**src/rtl/debug_uart_cmd_tx.sv**
```systemverilog
// debug_uart_cmd_tx: FIFO-buffered 8N1/8N2 UART transmitter driving the debugger command input
module debug_uart_cmd_tx #(
  parameter int DIVIDER_TICKS_WIDTH = 12,
  parameter int DIVIDER_TICKS = 1200,
  parameter int STOP_BITS = 2,
  parameter int FIFO_ADDR_WIDTH = 4
) (
  input  logic clk_in,
  input  logic reset,
  input  logic [7:0] data_in,
  input  logic data_valid,
  output logic data_ready,
  output logic tx_out,
  output logic busy,
  output logic [FIFO_ADDR_WIDTH:0] fifo_count
);
  localparam int DEPTH = 1 << FIFO_ADDR_WIDTH;
  localparam int CW = FIFO_ADDR_WIDTH + 1;
  localparam logic [DIVIDER_TICKS_WIDTH-1:0] TICK_MAX = DIVIDER_TICKS_WIDTH'(DIVIDER_TICKS - 1);
  localparam logic [2:0] STOP_MAX = 3'(STOP_BITS - 1);
  localparam logic [CW-1:0] FULL = CW'(DEPTH);
  typedef enum logic [1:0] {IDLE, START, DATA, STOP} state_t;
  state_t state, state_n;
  logic [DIVIDER_TICKS_WIDTH-1:0] tick;
  logic [2:0] bit_cnt;
  logic [7:0] shift;
  logic [7:0] mem [DEPTH];
  logic [FIFO_ADDR_WIDTH-1:0] wr_ptr, rd_ptr;
  logic [CW-1:0] count_n;
  logic wrap, last, push, pop;
  assign busy = state != IDLE || fifo_count != '0;
  always_comb begin
    wrap = tick == TICK_MAX;
    last = wrap && (state == DATA ? bit_cnt == 3'd7 : bit_cnt == STOP_MAX);
    push = data_valid && data_ready;
    pop = fifo_count != '0 && (state == IDLE || (state == STOP && last));
    state_n = state == IDLE  ? (pop ? START : IDLE) :
              state == START ? (wrap ? DATA : START) :
              state == DATA  ? (last ? STOP : DATA) :
                               (last ? (pop ? START : IDLE) : STOP);
    count_n = fifo_count + CW'(push) - CW'(pop);
  end
  always_ff @(posedge clk_in)
    if (push) mem[wr_ptr] <= data_in;
  always_ff @(posedge clk_in) begin
    if (reset) begin
      state <= IDLE;
      tick <= '0;
      bit_cnt <= '0;
      shift <= '0;
      tx_out <= 1'b1;
      wr_ptr <= '0;
      rd_ptr <= '0;
      fifo_count <= '0;
      data_ready <= 1'b0;
    end else begin
      state <= state_n;
      tick <= (state == IDLE || wrap) ? '0 : tick + DIVIDER_TICKS_WIDTH'(1);
      bit_cnt <= state != state_n ? 3'd0 : wrap ? bit_cnt + 3'd1 : bit_cnt;
      shift <= pop ? mem[rd_ptr] : (state == DATA && wrap) ? shift >> 1 : shift;
      tx_out <= state == START ? 1'b0 : state == DATA ? shift[0] : 1'b1;
      wr_ptr <= wr_ptr + FIFO_ADDR_WIDTH'(push);
      rd_ptr <= rd_ptr + FIFO_ADDR_WIDTH'(pop);
      fifo_count <= count_n;
      data_ready <= count_n != FULL;
    end
  end
endmodule

```
**config.mk**
```make
export PLATFORM = sky130hd
export DESIGN_NAME = debug_uart_cmd_tx
export DESIGN_NICKNAME = d
export VERILOG_FILES = /design/src/rtl/debug_uart_cmd_tx.sv
export SDC_FILE = /design/constraint.sdc
export NUM_CORES = 1
export LEC_CHECK = 0
export CAP_MARGIN = 20
export CORE_MARGIN = 2
export CORE_UTILIZATION = 54
export DETAILED_ROUTE_END_ITERATION = 12
export GPL_ROUTABILITY_DRIVEN = 0
export PLACE_DENSITY = 0.79
export REMOVE_ABC_BUFFERS = 1
export SYNTH_ARGS = -nofsm -noshare
export SYNTH_HDL_FRONTEND = slang
export SYNTH_SLANG_ARGS = --single-unit
```
**constraint.sdc**
```tcl
create_clock -name clk_in -period 2.8 [get_ports clk_in]
set_input_delay 0.84 -clock clk_in [delete_from_list [all_inputs] [get_ports clk_in]]
set_output_delay 0.84 -clock clk_in [all_outputs]
set_load 0.02 [all_outputs]
```
# [Yosys cells after proc, flatten, opt, wreduce, memory -nomap -nowiden]
# Memories as Yosys holds them, arrays and structs flattened. A register that Yosys moved wholly into a read port is not among the register bits.
# Cells that the tools add are included.
# Widths: inputs -> output; s select.
[totals] n_memories=1 latchBits=0 reg_bits=40 output_inout_bits=8 rom_bits=0 in_bits=11 ram_bits=128
[classes] eq_ne=8 reduce_logical=14 multipliers=0 addsub=6 div=0 magnitude_cmp=0 n_bitwise=0 muxes=15 n_shift=0
[mem_list] memory="mem" words=16 word_bits=8 read_ports=1 rd_ports_with_merged_regs=1 wr=1 line_no="27" text="logic [7:0] mem [DEPTH];"
[ops] op="$mux 8" count=2
[ops] op="$add 12x1->12 const B" count=1
[ops] op="$eq 12x11->1 const B" count=1
[ops] op="$mux 2" count=5
[ops] op="$add 4x1->4" count=2
[ops] op="$mux 1" count=7
[ops] op="$add 5x1->5" count=1
[ops] op="$logic_and 1x1->1" count=5
[ops] op="$ne 5x5->1 const B" count=1
[ops] op="$reduce_bool 5->1" count=1
[ops] op="$sub 5x1->5" count=1
[ops] op="$eq 2x2->1 const B" count=2
[ops] op="$mux 4" count=1
[ops] op="$reduce_bool 2->1" count=2
[ops] op="$reduce_or 2->1" count=2
[ops] op="$add 3x1->3 const B" count=1
[ops] op="$eq 3x1->1 const B" count=1
[ops] op="$eq 3x3->1 const B" count=1
[ops] op="$logic_or 1x1->1" count=3
[ops] op="$eq 2x1->1 const B" count=1
[ops] op="$logic_not 2->1" count=1
[ops] op="$ne 2x2->1" count=1

# [Logic depth before layout (Yosys ltp)]
# Gate-level depths: netlist of run 1.
[depth] word_depth=13 depth_mapped=16

# [Worst setup path after synthesis of run 1]
# OpenSTA, ideal clock, no wires.
[synth_path] kind="register to register" start="register fifo_count[2]" end="register data_ready" setup_ps=138 stages_incl_launch_ff=16 arrival_time_ps=2834 path_slack_ps=-172 path_cell_list="dfxtp_1 inv_1 ha_1 nor4b_2 o32a_2 inv_1 ha_1 inv_1 ha_1 inv_1 fa_1 nand2b_1 a21oi_1 nor2_1 xnor2_1 a41oi_1"
[synth_between] elab_chain_len=4 elab_cells_between_ends=5 classes_between="add/sub (2); eq/ne (1); reduce/logical (2)"
[synth_rtl] element="start, declared" line_no="15" text="output logic [FIFO_ADDR_WIDTH:0] fifo_count"
[synth_rtl] element="start signal, assigned" line_no="64" text="fifo_count <= count_n;"
[synth_rtl] element="parallel branches: the longest is 2 deep, another holds $add 5x1->5"
[synth_rtl] element="$sub 5x1->5 *" line_no="41" text="count_n = fifo_count + CW'(push) - CW'(pop);"
[synth_rtl] element="$ne 5x5->1 *" line_no="65" text="data_ready <= count_n != FULL;"
[synth_rtl] element="end signal, assigned" line_no="55" text="data_ready <= 1'b0;"
[synth_rtl] element="end signal, assigned" line_no="65"
[synth_rtl] element="end, declared" line_no="12" text="output logic data_ready,"
# Every way passes the cells marked *.
# A chain may end at the register's enable or synchronous reset.

# [Worst setup path after layout of run 1]
[layout_path] start="register fifo_count[3]" end="register data_ready"
# Same word-level chain as after synthesis.

==> run summary, run 1 <==
The flow ran to the end, but the final reports show violations. The checks that failed: setup timing. The die boundary height came out at 117.2 µm. The number of top-level pins is 19. The critical path is of the flop to flop type. The slew of the pin with the lowest slew margin is approximately 0.55 ns.

The number of nets still failing antenna checks after routing is 0. The number of search-and-repair iterations in the first detailed-routing pass came out at 7. The overall routed net length is between 10,000 and 15,000 µm. The worst reg2reg path depth is 16. The final design instance area without fill came out at just over 0.008 mm². The total overflow left after global routing is 0.

The maximum cell stage delay along the critical path came out at approximately 0.4 ns. The maximum number of pins on one net before global-route repair is 36. Setup repair after global routing could not meet its margin everywhere. The cell chosen for the clock root is sky130_fd_sc_hd__clkbuf_16. The half-perimeter wire length after placement is 8497 µm. The count of H-tree levels built during CTS came out at 4. The number of setup violations in the final report is 1. Derived from the worst setup path, the maximum achievable clock frequency is around 350 MHz. The number of maximum-capacitance constraint violations came out at 0.

The static leakage power came out at approximately 0.0028 µW. The endpoint required time on the critical path is slightly above 3 ns. The synthesized area is 0.006925 mm².

The net switching component of the power came out at slightly below 2000 µW. The first global-routing pass estimated approximately 20,000 µm of wire. The part of the total power dissipated in sequential elements is a little over two fifths. The number of synthesized flops with an enable pin came out at roughly 130. The pre-CTS worst setup slack came out at -0.3293 ns.

The die extent in x came out at around 120 µm. The number of clock buffers added by TritonCTS is 17. The flip-flop and latch count after synthesis came out at about 170. The number of antenna violations at the first check in global routing came out at 0. The critical path endpoint category is a flop. The number of input and output port buffers inserted is 18. The maximum count of clock buffers along a single path came out at 2.

After the first detailed-routing iteration, the DRC count stood at between 200 and 300. The count of vias placed by the detailed router is 3,805. The cell that appears most often on the critical path is sky130_fd_sc_hd__ha_4. After synthesis, the netlist uses 42 different library cells. The number of slew-limit violations in the final report is 0. The leading register cell type out of synthesis is sky130_fd_sc_hd__edfxtp_1.

The post-layout net count came out at 510. In this run the worst path has a maximum fanout of 2. The type of the most critical hold path is flop to flop. Summing all flip-flop and latch instances after layout gives 0.004648 mm².

The relative area change from synthesis to final layout came out at 18.57%. The area of the core is approximately 0.013 mm². The total internal power came out at around 5000 µW. Clock skew on the completed layout was measured at between 0.008 and 0.009 ns. In the final routed layout, each cell accounts on average for about 19 µm.

The number of buffers added to fix hold violations after cts is 0. The number of global-route vias before repair came out at about 3,900. The routed via count divided by cell count came out at 5.671. The share of total power in combinational logic is between 20% and 30%. The overall power consumption came out at between 6000 and 7000 µW.

The total DRC errors in the routed layout is 0. The worst setup path is launched from a flop. The total power density per cell area is approximately 840 mW/mm². The library cell used most frequently in the layout, excluding fill and tap cells, is sky130_fd_sc_hd__edfxtp_1. At the later pin of the worst-skew pair, clock insertion delay measures ~0.42 ns. Traced cell by cell, the critical path runs through inv_2 -> ha_4 -> nor4b_4 -> buf_4 -> o32a_4 -> inv_4 -> ha_4 -> inv_4 -> ha_4 -> inv_2 -> fa_2 -> nand2b_4 -> a21oi_2 -> nor2_1 -> xnor2_1 -> a41oi_1. The initial standard-cell utilization of the core came out at a little under three fifths. In the layout the commonest cells are 128 x sky130_fd_sc_hd__edfxtp_1, 49 x sky130_fd_sc_hd__buf_4, 42 x sky130_fd_sc_hd__nor2_1. The number of fill cells in the layout is roughly 830. The average size of a mapped cell came out at between 15 and 20 µm². The area of placed instances is approximately 0.0075 mm². The least setup slack across all paths after layout is -0.04068 ns. The minimum hold slack is between 0.4 and 0.5 ns. The critical path's slowest cell is sky130_fd_sc_hd__o32a_4. The depth of the worst hold-timing path is 2. The footprint of the multi-input gates is 0.002176 mm². The worst slew slack as a fraction of its limit came out at a little under two thirds.

The count of clock tree sinks came out at roughly 170. TritonCTS built the clock tree. The post-route netlist has between 20 and 30% of its cells at a drive strength greater than 1. The diode insertion count for antenna repair came out at 0.

The total count of hold-check failures in the final report is 0. The share of synthesized flip-flops with an asynchronous set or reset came out at 0%. After floorplanning, the core was divided into 41 placement rows.

The overall track demand over capacity in global routing is slightly above 20%. The share of total power consumed by net switching is ~28%. Data on the critical path arrives at its endpoint at 3.13 ns. The gate count after technology mapping is about 420. The final clock period utilization by the worst path is 101.5%. The sequential fraction of the synthesis area came out at around two thirds. The worst path in the final design needs a cycle of roughly 2.8 ns, including I/O delays and setup. The worst voltage drop across the vdd grid came out at around 0.63 mV. The clock group share of total power came out at 30.9%. During synthesis, Yosys emitted a total of 0 warnings. Together, buffers and inverters on the worst path number 5. The clock input transition at the sequential cells of the worst setup and hold paths is 0.07 ns.

The total stage count of the critical path came out at 16. The die covers 0.01375 mm². Among cell families on the critical path, the largest total delay comes from adder cells.
[worst reg2reg max path, cell delays in order, from the launching register on]
cell                       delay [ns]
sky130_fd_sc_hd__dfxtp_2         0.33
sky130_fd_sc_hd__inv_2           0.05
sky130_fd_sc_hd__ha_4            0.15
sky130_fd_sc_hd__nor4b_4         0.12
sky130_fd_sc_hd__buf_4           0.15
sky130_fd_sc_hd__o32a_4          0.39
sky130_fd_sc_hd__inv_4           0.07
sky130_fd_sc_hd__ha_4            0.19
sky130_fd_sc_hd__inv_4           0.05
sky130_fd_sc_hd__ha_4            0.13
sky130_fd_sc_hd__inv_2           0.04
sky130_fd_sc_hd__fa_2            0.38
sky130_fd_sc_hd__nand2b_4        0.15
sky130_fd_sc_hd__a21oi_2         0.13
sky130_fd_sc_hd__nor2_1          0.06
sky130_fd_sc_hd__xnor2_1         0.18
sky130_fd_sc_hd__a41oi_1         0.13
[area by class of cell]
cell class	instances	area share [%]
flip-flops and latches	168	56.61
multi-input cells	219	26.50
repair buffers	69	7.146
clock buffers	17	5.181
well taps	172	2.621
clock inverters	15	1.387
inverters	11	0.5638
[state kept, by name, indices dropped and copies added (netlist names)]
register,flops
tick,12
rd_ptr,4
mem,128
fifo_count,5
data_ready,1
shift,8
state,2
tx_out,1
bit_cnt,3
wr_ptr,4
[through the flow]
stage | TNS (ns) | cells | util [%]
CTS | 0 | 669 | 64.71
detailed placement | -0.5923 | 636 | 59.93
global placement | -0.3801 | 636 | 59.93
finish | -0.04068 | 671 | 65.34
floorplan | -0.4815 | 398 | -
global route | -0.2603 | 671 | 65.34
[metal layers]
layer	part of all wire, %	track usage [%]	vias to the layer above	wire length (µm)
met4	1.6	6.510	0	196
met3	4.1	6.025	17	517
met1	42	24.59	1937	5253
met2	53	34.90	91	6664
li1	-	-	1760	-
met5	0	0	-	0
[what timing repair did]
item | in CTS | in global routing
endpoints found under the setup margin | 3 | 2
gates resized for setup | 14 | 12
setup buffers | 1 | 2
pin swaps | 5 | 8
[final timing paths]
kind	from	slack, ns	end
hold / removal	shift[3]$_SDFFE_PP0P_	0.47	shift[3]$_SDFFE_PP0P_
hold reg to reg	shift[3]$_SDFFE_PP0P_	0.47	shift[3]$_SDFFE_PP0P_
setup reg to reg	fifo_count[3]$_SDFF_PP0_	-0.04	data_ready$_SDFF_PP0_
setup / recovery	fifo_count[3]$_SDFF_PP0_	-0.04	data_ready$_SDFF_PP0_
[cells in the mapped netlist (all sizes together), types with 2 or more instances]
library cell    n  area share [%]
nor4bb          2            0.29
edfxtp        128              56
mux4           37              13
nand3          16             1.2
a311oi          5            0.63
inv            11            0.60
buf             9             1.5
a21o            3            0.33
dfxtp          40              12
nand2          17            0.92
nor4b           2            0.34
mux2i           6            0.87
nor2           42             2.3
or3             4            0.36
nand2b          7            0.63
o21ai           2            0.14
o221ai          2            0.25
nor2b           8            0.72
clkbuf          9             1.1
or2             2            0.18
a21oi          11            0.79
and3            3            0.27
a32oi           3            0.38
ha             12             2.2
xor2            7            0.89
nand4           3            0.27
nor3            6            0.43
xnor2          11             1.4
[kinds of logic after synthesis]
logic type,Yosys count,synth area share [%]
AND/OR/NAND/NOR,114,8.076
XOR/XNOR,18,2.276
multiplexers,43,13.82
flip-flops,168,67.06
buffers and inverters,29,3.126
AO/OA/AOI/OAI,31,3.180
adder cells (fa/ha/maj),13,2.457
[power groups by stage]
stage / sequential [µW] / clock, µW / combinational, µW
after floorplan: 3110 / 0 / 940
after global placement: 2970 / 0 / 1600
after detailed placement: 2970 / 0 / 1670
after CTS: 2930 / 2170 / 1730
after global routing: 2950 / 2270 / 1990
final: 2940 / 2130 / 1830
Note: power is estimated with default switching activity, not from simulation.
==> inputs of run 2 (changes only) <==
Settings changed: TNS_END_PERCENT set to 1.
==> results of run 2 <==
No change in the layout: final DEF, timing and power equal those of run 1.
